## config.mk

```make
export PLATFORM = sky130hd
export DESIGN_NAME = sequencer_core
export DESIGN_NICKNAME = d
export VERILOG_FILES = /design/src/rtl/seq_pkg.sv /design/src/rtl/seq_stack.sv /design/src/rtl/sequencer_core.sv
export SDC_FILE = /design/constraint.sdc
export NUM_CORES = 2
export LEC_CHECK = 0
export ABC_CLOCK_PERIOD_IN_PS = 15910
export CAP_MARGIN = 20
export CORE_UTILIZATION = 35
export DETAILED_ROUTE_END_ITERATION = 8
export SLEW_MARGIN = 0
export SYNTH_ARGS = -nofsm -noshare
export SYNTH_HDL_FRONTEND = slang
export SYNTH_SLANG_ARGS = --single-unit
```

## constraint.sdc

```tcl
create_clock -name clk -period 15.91 [get_ports clk]
set_input_delay 1.591 -clock clk [delete_from_list [all_inputs] [get_ports clk]]
set_output_delay 1.591 -clock clk [all_outputs]
set_load 0.02 [all_outputs]
```

## src/rtl/seq_pkg.sv

```systemverilog
// Shared opcode, state, fault and status definitions for the pulse-sequencer engine.
package seq_pkg;

  typedef enum logic [3:0] {
    OP_CONT       = 4'd0,
    OP_STOP       = 4'd1,
    OP_LOOP       = 4'd2,
    OP_END_LOOP   = 4'd3,
    OP_JSR        = 4'd4,
    OP_RTS        = 4'd5,
    OP_BRANCH     = 4'd6,
    OP_LONG_DELAY = 4'd7,
    OP_WAIT       = 4'd8
  } opcode_t;

  typedef enum logic [1:0] {
    FLT_NONE      = 2'd0,
    FLT_OVERFLOW  = 2'd1,
    FLT_UNDERFLOW = 2'd2,
    FLT_ILLEGAL   = 2'd3
  } fault_t;

  typedef enum logic [2:0] {
    S_IDLE,
    S_DISPATCH,
    S_DWELL,
    S_WAIT,
    S_FAULT
  } state_t;

  localparam logic [3:0] ST_RESET = 4'h2;
  localparam logic [3:0] ST_IDLE  = 4'h1;
  localparam logic [3:0] ST_RUN   = 4'h4;
  localparam logic [3:0] ST_WAIT  = 4'h8;
  localparam logic [3:0] ST_FAULT = 4'hF;

  function automatic logic [3:0] status_of(input state_t s);
    case (s)
      S_IDLE:              return ST_IDLE;
      S_DISPATCH, S_DWELL: return ST_RUN;
      S_WAIT:              return ST_WAIT;
      default:             return ST_FAULT;
    endcase
  endfunction

endpackage

```

## src/rtl/seq_stack.sv

```systemverilog
// Synchronous LIFO used for the loop and call stacks; push/pop/wr_top are mutually exclusive.
module seq_stack #(
  parameter int unsigned WIDTH = 8,
  parameter int unsigned DEPTH = 4
) (
  input  logic             clk,
  input  logic             reset,
  input  logic             clear,
  input  logic             push,
  input  logic             pop,
  input  logic             wr_top,
  input  logic [WIDTH-1:0] din,
  output logic [WIDTH-1:0] top,
  output logic             full,
  output logic             empty
);

  localparam int unsigned CW = $clog2(DEPTH + 1);
  localparam int unsigned IW = (DEPTH > 1) ? $clog2(DEPTH) : 1;

  logic [WIDTH-1:0] mem_q [DEPTH];
  logic [CW-1:0]    cnt_q;
  logic [IW-1:0]    wr_idx;
  logic [IW-1:0]    top_idx;

  assign wr_idx  = IW'(cnt_q);
  assign top_idx = IW'(cnt_q - CW'(1));
  assign full    = (cnt_q == CW'(DEPTH));
  assign empty   = (cnt_q == '0);
  assign top     = mem_q[top_idx];

  always_ff @(posedge clk) begin
    if (reset || clear) begin
      cnt_q <= '0;
    end else if (push && !full) begin
      mem_q[wr_idx] <= din;
      cnt_q         <= cnt_q + CW'(1);
    end else if (pop && !empty) begin
      cnt_q <= cnt_q - CW'(1);
    end else if (wr_top && !empty) begin
      mem_q[top_idx] <= din;
    end
  end

endmodule

```

## src/rtl/sequencer_core.sv

```systemverilog
// Pulse-sequencer instruction engine: fetch/dispatch, dwell timing, nested loops and calls, fault trap.
module sequencer_core
  import seq_pkg::*;
#(
  parameter int unsigned    N_CH       = 64,
  parameter int unsigned    ADDR_W     = 16,
  parameter int unsigned    DATA_W     = 20,
  parameter int unsigned    TIME_W     = 32,
  parameter int unsigned    LOOP_DEPTH = 4,
  parameter int unsigned    CALL_DEPTH = 4,
  parameter logic [N_CH-1:0] SAFE_CH   = '0
) (
  input  logic              clk,
  input  logic              reset,
  input  logic              run,
  input  logic              trigger,
  input  logic [N_CH-1:0]   flg,
  input  logic [3:0]        op_code,
  input  logic [DATA_W-1:0] data,
  input  logic [TIME_W-1:0] time_arg,
  output logic [ADDR_W-1:0] mem_addr,
  output logic [N_CH-1:0]   channels,
  output logic [3:0]        status,
  output logic [1:0]        fault_code,
  output logic              start_monitor
);

  localparam int unsigned DW = DATA_W + TIME_W;
  localparam int unsigned LW = ADDR_W + DATA_W;

  state_t              state_q, state_d, after_q, after_d, after_c;
  fault_t              fault_q, fault_d, fault_c;
  logic [ADDR_W-1:0]   addr_q, addr_d, addr_inc, nxt_c;
  logic [N_CH-1:0]     ch_q, ch_d;
  logic [DW-1:0]       dwell_q, dwell_d, dw_c;
  logic [3:0]          status_q, status_d;
  logic                start_q, start_d;
  logic                run_q, trig_q, run_rise, dispatch, stk_clear;

  logic                lp_push, lp_pop, lp_wr, lp_full, lp_empty;
  logic [LW-1:0]       lp_din, lp_top;
  logic [ADDR_W-1:0]   lp_start;
  logic [DATA_W-1:0]   lp_rem;
  logic                cs_push, cs_pop, cs_full, cs_empty;
  logic [ADDR_W-1:0]   cs_top;

  assign addr_inc = addr_q + ADDR_W'(1);
  assign lp_start = lp_top[LW-1:DATA_W];
  assign lp_rem   = lp_top[DATA_W-1:0];
  assign run_rise = run && !run_q;
  // A WAIT that sees the registered trigger dispatches in that same cycle.
  assign dispatch = (state_q == S_DISPATCH) || ((state_q == S_WAIT) && trig_q);

  always_comb begin
    state_d   = state_q;
    after_d   = after_q;
    fault_d   = fault_q;
    addr_d    = addr_q;
    ch_d      = ch_q;
    dwell_d   = dwell_q;
    start_d   = 1'b0;
    stk_clear = 1'b0;
    lp_push   = 1'b0;
    lp_pop    = 1'b0;
    lp_wr     = 1'b0;
    lp_din    = '0;
    cs_push   = 1'b0;
    cs_pop    = 1'b0;
    fault_c   = FLT_NONE;
    nxt_c     = addr_inc;
    after_c   = S_DISPATCH;
    dw_c      = DW'(time_arg);

    case (state_q)
      S_IDLE: if (run_rise) begin
        state_d   = S_DISPATCH;
        start_d   = 1'b1;
        stk_clear = 1'b1;
      end
      S_DWELL: if (dwell_q <= DW'(1)) state_d = after_q;
               else dwell_d = dwell_q - DW'(1);
      default: ;
    endcase

    if (dispatch) begin
      case (op_code)
        OP_CONT: ;
        OP_STOP: begin
          nxt_c   = '0;
          after_c = S_IDLE;
        end
        OP_LOOP: if (lp_full) fault_c = FLT_OVERFLOW;
                 else begin
                   lp_push = 1'b1;
                   lp_din  = {addr_inc, (data == '0) ? DATA_W'(1) : data};
                 end
        OP_END_LOOP: if (lp_empty) fault_c = FLT_UNDERFLOW;
                     else if (lp_rem > DATA_W'(1)) begin
                       lp_wr  = 1'b1;
                       lp_din = {lp_start, lp_rem - DATA_W'(1)};
                       nxt_c  = lp_start;
                     end else lp_pop = 1'b1;
        OP_JSR: begin
          if (cs_full) fault_c = FLT_OVERFLOW;
          else cs_push = 1'b1;
          nxt_c = ADDR_W'(data);
        end
        OP_RTS: begin
          if (cs_empty) fault_c = FLT_UNDERFLOW;
          else cs_pop = 1'b1;
          nxt_c = cs_top;
        end
        OP_BRANCH:     nxt_c = ADDR_W'(data);
        OP_LONG_DELAY: dw_c = DW'(data) * DW'(time_arg);
        OP_WAIT:       after_c = S_WAIT;
        default:       fault_c = FLT_ILLEGAL;
      endcase

      if (fault_c != FLT_NONE) begin
        state_d = S_FAULT;
        fault_d = fault_c;
        ch_d    = SAFE_CH;
      end else begin
        ch_d    = flg;
        addr_d  = nxt_c;
        dwell_d = dw_c;
        if (dw_c == '0) state_d = after_c;
        else begin
          state_d = S_DWELL;
          after_d = after_c;
        end
      end
    end

    status_d = status_of(state_d);
  end

  always_ff @(posedge clk) begin
    run_q  <= run;
    trig_q <= trigger;
    if (reset) begin
      state_q  <= S_IDLE;
      after_q  <= S_DISPATCH;
      fault_q  <= FLT_NONE;
      addr_q   <= '0;
      ch_q     <= '0;
      dwell_q  <= '0;
      status_q <= ST_RESET;
      start_q  <= 1'b0;
    end else begin
      state_q  <= state_d;
      after_q  <= after_d;
      fault_q  <= fault_d;
      addr_q   <= addr_d;
      ch_q     <= ch_d;
      dwell_q  <= dwell_d;
      status_q <= status_d;
      start_q  <= start_d;
    end
  end

  seq_stack #(.WIDTH(LW), .DEPTH(LOOP_DEPTH)) u_loop_stack (
    .clk(clk), .reset(reset), .clear(stk_clear),
    .push(lp_push), .pop(lp_pop), .wr_top(lp_wr), .din(lp_din),
    .top(lp_top), .full(lp_full), .empty(lp_empty)
  );

  seq_stack #(.WIDTH(ADDR_W), .DEPTH(CALL_DEPTH)) u_call_stack (
    .clk(clk), .reset(reset), .clear(stk_clear),
    .push(cs_push), .pop(cs_pop), .wr_top(1'b0), .din(addr_inc),
    .top(cs_top), .full(cs_full), .empty(cs_empty)
  );

  assign mem_addr      = addr_q;
  assign channels      = ch_q;
  assign status        = status_q;
  assign fault_code    = fault_q;
  assign start_monitor = start_q;

endmodule

```

# After elaboration in Yosys (flattened, before gate mapping)
# Memories as Yosys holds them, arrays and structs flattened.
# Cells that the tools add are included.
# word_totals
register_bits	153
ramBits	208
input_bits	124
output_inout_bits	87
mem_count	2
# memory_table
name	words	width	read_ports	rd_clocked_by_memory_dff	write_ports	line	rtl
u_loop_stack.mem_q	4	36	1	0	1	seq_stack.sv:21	logic [WIDTH-1:0] mem_q [DEPTH];
u_call_stack.mem_q	4	16	1	0	1	seq_stack.sv:21	
# op_classes
addsub	7
n_mul	1
magnitude_cmp	2
eq_ne	16
mux	67
n_bitwise	2
reduce_logical	31
# ops
operator	n
52-bit 2-to-1 mux	6
36-bit 2-to-1 mux	5
36-bit one-hot mux with 2 select lines	1
64-bit 2-to-1 mux	1
16-bit one-hot mux with 4 select lines	1
52-bit by 1-bit less-or-equal comparator with 1-bit output, second input constant	1
52-bit logical NOT	1
20-bit by 32-bit multiplier with 52-bit output	1
52-bit by 1-bit subtractor with 52-bit output, second input constant	1
36-bit OR reduction	1
1-bit 2-to-1 mux	33
16-bit 2-to-1 mux	2
3-bit 2-to-1 mux	9
20-bit by 1-bit > comparator with 1-bit output, second input constant	1
20-bit logical NOT	1
20-bit 2-to-1 mux	1
20-bit by 1-bit subtractor with 20-bit output, second input constant	1
16-bit by 1-bit adder with 16-bit output, second input constant	1
4-bit by 3-bit equality test with 1-bit output, second input constant	4
3-bit by 2-bit equality test with 1-bit output, second input constant	4
3-bit logical NOT	4
4-bit one-hot mux with 3 select lines	1
2-bit one-hot mux with 5 select lines	1
4-bit by 2-bit equality test with 1-bit output, second input constant	2
other kinds (19)	42

# Logic depth before layout (Yosys ltp)
# An unclocked memory read counts as a cell.
# logic_depth
ltp_word	15
ltp_mapped	30
mapped_depth_nobuf	27

# Cells and area by module
# Synthesis repeated with hierarchy kept, for this count alone.
# unflattened
hier_cells	3770
hier_area_um2	37154.4
# by_module_without_submodules
module	instances	cells_per_inst	area_per_inst_um2	seq_area_each_um2
sequencer_core	1	3410	28967.8	2922.8
seq_stack (u_loop_stack)	1	230	5521.5	4384.2
seq_stack (u_call_stack)	1	130	2665.1	1981.9

# Least setup slack after synthesis
# No wires, ideal clock.
# synth_timing
path_kind	input-to-reg
startpoint	in data[5]
endpoint	reg status_q[3] (netlist: status[3])
t_arrival_ps	9024
required_ps	15794
path_slack_ps	6770
stages	25
n_path_buf	3
path_cell_list	clkbuf_1 -> clkbuf_1 -> nand2_1 -> fa_1 -> fa_1 -> fa_1 -> fa_1 -> fa_1 -> fa_1 -> fa_1 -> inv_1 -> ha_1 -> clkbuf_1 -> a21oi_1 -> o21ai_0 -> a21o_1 -> or2_2 -> o21ai_0 -> mux2i_1 -> a21oi_1 -> nand4b_1 -> or3_1 -> or4_4 -> or3_1 -> a41o_1
# synth_via
elab_chain_cells	10
word_cells_on_any_way	13
classes_between	mul: 1; eq/ne: 3; mux: 6; reduce/logical: 3
# synth_lines
element	line	rtl
start: declaration	sequencer_core.sv:19	input logic [DATA_W-1:0] data,
20-bit by 32-bit multiplier with 52-bit output *	sequencer_core.sv:114	OP_LONG_DELAY: dw_c = DW'(data) * DW'(time_arg);
52-bit 2-to-1 mux *	sequencer_core.sv:86	case (op_code)
52-bit 2-to-1 mux *	sequencer_core.sv:85	if (dispatch) begin
52-bit logical NOT *	sequencer_core.sv:127	if (dw_c == '0) state_d = after_c;
3-bit 2-to-1 mux *	sequencer_core.sv:127	
3-bit 2-to-1 mux *	sequencer_core.sv:119	if (fault_c != FLT_NONE) begin
3-bit 2-to-1 mux *	sequencer_core.sv:85	
3-bit by 1-bit equality test with 1-bit output or 3-bit by 2-bit equality test with 1-bit output (tied branches)	seq_pkg.sv:38	case (s)
2-bit OR reduction	seq_pkg.sv:38	
4-bit one-hot mux with 3 select lines *	seq_pkg.sv:38	
end signal: assignment	sequencer_core.sv:157	status_q <= status_d;
end: declaration	sequencer_core.sv:36	logic [3:0] status_q, status_d;
# Every way passes the cells marked *; elsewhere a longest branch is shown, timed or not. The select of a mux whose other input is x is not followed.
# A chain may end at the register's enable or synchronous reset.

# Worst setup path after layout
# layout_timing
startpoint	in time_arg[10]
endpoint	reg status_q[3] (netlist: status[3])
# layout_via
elab_chain_cells	10
word_cells_on_any_way	13
classes_between	mul: 1; eq/ne: 3; mux: 6; reduce/logical: 3
# layout_lines
element	line	rtl
start: declaration	sequencer_core.sv:20	input logic [TIME_W-1:0] time_arg,
20-bit by 32-bit multiplier with 52-bit output	sequencer_core.sv:114	
52-bit 2-to-1 mux *	sequencer_core.sv:86	
52-bit 2-to-1 mux *	sequencer_core.sv:85	
52-bit logical NOT *	sequencer_core.sv:127	
3-bit 2-to-1 mux *	sequencer_core.sv:127	
3-bit 2-to-1 mux *	sequencer_core.sv:119	
3-bit 2-to-1 mux *	sequencer_core.sv:85	
3-bit by 1-bit equality test with 1-bit output or 3-bit by 2-bit equality test with 1-bit output (tied branches)	seq_pkg.sv:38	
2-bit OR reduction	seq_pkg.sv:38	
4-bit one-hot mux with 3 select lines *	seq_pkg.sv:38	
# Marks and branches as above.

==> flow_metrics.py <==
metrics = {
    "worst_setup_path": {
        "worstPathMaxFanout": 21,
        "arrival_ns": 10.55,
        "ff2ff_setup_slack_ns": 10.81,
        "setup.worst_path.end_class": "flop",
        "number_of_cells_on_the_worst_reg_to_reg_path": 15,
        "worst_setup_path_start_kind": "input port",
        "worst_reg2reg_path_startpoint": "u_loop_stack.cnt_q[1]",
        "worst_r2r_dst": "mem_addr[2]",
        "worst-setup-path-type": "in2reg",
        "crit_required_ns": 16.36,
    },
    "yosys": {
        "yosys_register_bits": 360,
        "post-synth-top-area-cell": "sky130_fd_sc_hd__fa_1",
        "seq_total_area_yosys": 0.252,
        "post_synth_instance_area_um2": 36800,
        "ys.flop_type": "sky130_fd_sc_hd__edfxtp_1",
        "synthTopCellsByArea": "sky130_fd_sc_hd__fa_1 29%, sky130_fd_sc_hd__edfxtp_1 17%, sky130_fd_sc_hd__dfxtp_1 8.3%, sky130_fd_sc_hd__ha_1 6.0%, sky130_fd_sc_hd__and2_1 5.7%",
        "synth-simple-area-share": 0.173,
        "synthXorXnorAreaFrac": 0.0300,
        "avgSynthCellArea_um2": 9.81,
        "synthTopCellsByCount": "536 x sky130_fd_sc_hd__fa_1, 495 x sky130_fd_sc_hd__nand2_1, 440 x sky130_fd_sc_hd__inv_1",
        "yosys.cell_count.top_type": "sky130_fd_sc_hd__fa_1",
        "synth_fa_ha_area_frac": 0.351,
        "synth_top_family_by_area": "adder cells",
        "post-synth-top-area-fraction": 0.292,
        "synth_compound_gate_area_share": 0.0866,
        "synthesis.instances": 3749,
        "mux_contribution_to_synthesized_area": 0.0354,
        "syn_nets": 4584,
        "synth-edff-count": 208,
        "ys.warnings.count": 0,
        "unique_cell_type_count_in_the_yosys_netlist": 83,
        "asyncSetResetFlopFracSynth": 0,
    },
    "sta": {
        "totalNegativeSetupSlack_ns": 0,
        "timing.fmax_mhz": 99.0,
        "final.min_clock_period_ns": 10.10,
        "timing_worst_slew_pin_value_ns": 1.13,
        "max_clock_skew_ns": 0.0280,
        "setup_viol_count_final": 0,
        "hold_violations": 0,
        "timing.max_slew.rel_slack": 0.245,
        "fin_crit_sh": 0.635,
        "slew_viol_final": 0,
        "grt_setup_unrepaired": "no",
    },
    "placement": {
        "dp_hpwl_mm": 75.7,
        "gp_routability_congestion": 0.932,
        "place.port_buffers": 210,
    },
    "floorplanning": {
        "start_util": 0.354,
        "die_w_um": 326,
        "die_area_um2": 106000,
        "rows": 118,
        "pin_count": 211,
        "core_area_um2": 104000,
        "fp.dieH_um": 326,
    },
    "min_path": {
        "whs_endpoint": "after_q[1]",
        "timing.hold.worst.start": "after_q[1]",
        "min_path_type": "reg2reg",
        "hold-path-cell-count": 2,
    },
    "clocking": {
        "clock_latency_ns": 0.58,
        "cts.htree.levels": 2,
        "ctsResizeCount": 0,
        "cts.hold.buffers_added": 0,
        "cts-buffers-inserted": 40,
        "numClockSinks": 360,
        "post-cts-setup-buffers": 0,
        "tritoncts": "done",
        "cts_root_buf": "sky130_fd_sc_hd__clkbuf_16",
        "cts_max_path_buffers": 3,
        "clkSlewWorstSetupHoldPaths_ns": 0.06,
    },
    "drt": {
        "routed-via-count": 27628,
        "finalWirelength_mm": 110,
        "route.top_layer_used": "met5",
        "met2RoutedLength_mm": 52.2,
        "drtIter0Drc": 2083,
        "detail_route.vias_per_cell": 5.29,
        "detail-route-antenna-nets": 0,
        "first_pass_iters": 7,
        "m1WireLength_mm": 47.6,
        "met3_wirelength_mm": 7.10,
        "remaining_drc_errors": 0,
        "routed_wire_length_per_instance_um": 21.0,
    },
    "global_routing": {
        "grt_pass1_wl_mm": 174,
        "number_of_antenna_violations_at_the_first_check_in_global_routing": 5,
        "grtUsageTotal": 0.209,
        "overflow": 0,
        "maximum_number_of_pins_on_one_net_before_global_route_repair": 73,
        "vias_in_the_first_global_route": 29167,
    },
    "cells_and_area": {
        "drive_above_1_share": 0.0570,
        "design.final.nets": 4643,
        "synthToLayoutAreaGrowth_pct": 12.8,
    },
    "job": {
        "max_cap_viol_count": 0,
    },
    "status": {
        "outcome": "finished, final reports clean",
    },
}
-- worst max path at each step --
stage | slack, ns | end | start
4_1_cts | 5.91 | status[3] | time_arg[6]
2_1_floorplan | 6.77 | status[3] | data[5]
6_report | 5.81 | status[3] | time_arg[10]
3_5_place_dp | 5.33 | status[3] | time_arg[10]
5_1_grt | 5.46 | status[0] | time_arg[10]
3_3_place_gp | 5.42 | status[3] | time_arg[9]
-- metal layers --
layer  up-vias  global-route usage
met5         -                   0
met4         2              0.0499
met1     14153               0.290
met2       928               0.345
met3       163              0.0271
li1      12382                   -
-- cells in the final DEF (no fill, tap or decap), types with 6 or more instances in the layout --
cell type	instances
sky130_fd_sc_hd__a211oi_1	38
sky130_fd_sc_hd__a21o_1	11
sky130_fd_sc_hd__a21oi_1	145
sky130_fd_sc_hd__a221oi_1	19
sky130_fd_sc_hd__a22oi_1	84
sky130_fd_sc_hd__a311oi_1	11
sky130_fd_sc_hd__a31oi_1	16
sky130_fd_sc_hd__and2_1	335
sky130_fd_sc_hd__and3_1	16
sky130_fd_sc_hd__buf_4	65
sky130_fd_sc_hd__clkbuf_16	40
sky130_fd_sc_hd__clkdlybuf4s50_1	206
sky130_fd_sc_hd__clkinv_1	6
sky130_fd_sc_hd__dfxtp_1	151
sky130_fd_sc_hd__edfxtp_1	208
sky130_fd_sc_hd__fa_1	536
sky130_fd_sc_hd__ha_1	174
sky130_fd_sc_hd__inv_1	440
sky130_fd_sc_hd__mux2i_1	11
sky130_fd_sc_hd__mux4_2	51
sky130_fd_sc_hd__nand2_1	495
sky130_fd_sc_hd__nand2b_1	12
sky130_fd_sc_hd__nand3_1	33
sky130_fd_sc_hd__nand3b_1	9
sky130_fd_sc_hd__nand4_1	32
sky130_fd_sc_hd__nor2_1	219
sky130_fd_sc_hd__nor2b_1	10
sky130_fd_sc_hd__nor3_1	47
sky130_fd_sc_hd__nor4_1	26
sky130_fd_sc_hd__o211ai_1	11
sky130_fd_sc_hd__o21ai_0	88
sky130_fd_sc_hd__o21bai_1	7
sky130_fd_sc_hd__o31ai_1	8
sky130_fd_sc_hd__or2_2	9
sky130_fd_sc_hd__or3_1	21
sky130_fd_sc_hd__or4_1	9
sky130_fd_sc_hd__xnor2_1	74
sky130_fd_sc_hd__xor2_1	52
-- metrics by stage --
step | hold WS (ns) | instances | instance area, um2 | utilization | setup WS (ns)
global placement | 0.446 | 5146 | 40200 | 0.387 | 5.42
global route | 0.487 | 5219 | 41500 | 0.400 | 5.46
floorplan | 0.435 | 3749 | 36800 | - | 6.77
CTS | 0.464 | 5219 | 41500 | 0.400 | 5.91
finish | 0.459 | 5220 | 41500 | 0.400 | 5.81
detailed placement | 0.455 | 5146 | 40200 | 0.387 | 5.33
-- kinds of logic after synthesis --
logic type / after synthesis
buffers and inverters: 697
AND/OR/NAND/NOR: 1302
multiplexers: 66
adder cells (fa/ha/maj): 711
AO/OA/AOI/OAI: 487
flip-flops: 360
XOR/XNOR: 126
-- layout make-up --
| class | count | area [um2] |
|---|---|---|
| clock buffers | 51 | 1090 |
| well taps | 1380 | 1730 |
| multi-input cells | 2692 | 24900 |
| repair buffers | 274 | 2560 |
| clock inverters | 22 | 224 |
| diodes | 1 | 2.50 |
| fillers | 10172 | 62300 |
| flip-flops and latches | 360 | 9290 |
| inverters | 440 | 1650 |
-- worst max-delay path: stages --
cell	delay (ns)
sky130_fd_sc_hd__clkdlybuf4s50_1	1.17
sky130_fd_sc_hd__nand2_1	0.18
sky130_fd_sc_hd__fa_1	0.55
sky130_fd_sc_hd__fa_1	0.51
sky130_fd_sc_hd__fa_1	0.53
sky130_fd_sc_hd__inv_1	0.06
sky130_fd_sc_hd__fa_1	0.55
sky130_fd_sc_hd__inv_1	0.05
sky130_fd_sc_hd__fa_1	0.50
sky130_fd_sc_hd__fa_1	0.44
sky130_fd_sc_hd__fa_1	0.49
sky130_fd_sc_hd__inv_1	0.04
sky130_fd_sc_hd__ha_1	0.41
sky130_fd_sc_hd__nand2_1	0.14
sky130_fd_sc_hd__nor2_1	0.31
sky130_fd_sc_hd__o211ai_1	0.22
sky130_fd_sc_hd__and3_1	0.22
sky130_fd_sc_hd__o21ai_0	0.31
sky130_fd_sc_hd__o311ai_0	0.23
sky130_fd_sc_hd__nor4_2	0.31
sky130_fd_sc_hd__nand4b_1	0.12
sky130_fd_sc_hd__or3_1	0.33
sky130_fd_sc_hd__or4_4	0.61
sky130_fd_sc_hd__or3_1	0.41
sky130_fd_sc_hd__a41o_1	0.24
-- flip-flops by register name (all words and copies together), names as in the netlist --
name / cells
u_loop_stack.cnt_q: 3
trig_q: 1
u_call_stack.mem_q: 64
state_q: 3
status: 4
fault_code: 2
run_q: 1
mem_addr: 16
start_monitor: 1
dwell_q: 52
u_call_stack.cnt_q: 3
u_loop_stack.mem_q: 144
channels: 64
after_q: 2
Power is not shown: default switching activity piles up to over one toggle a cycle in this logic, so the estimate is an artifact.
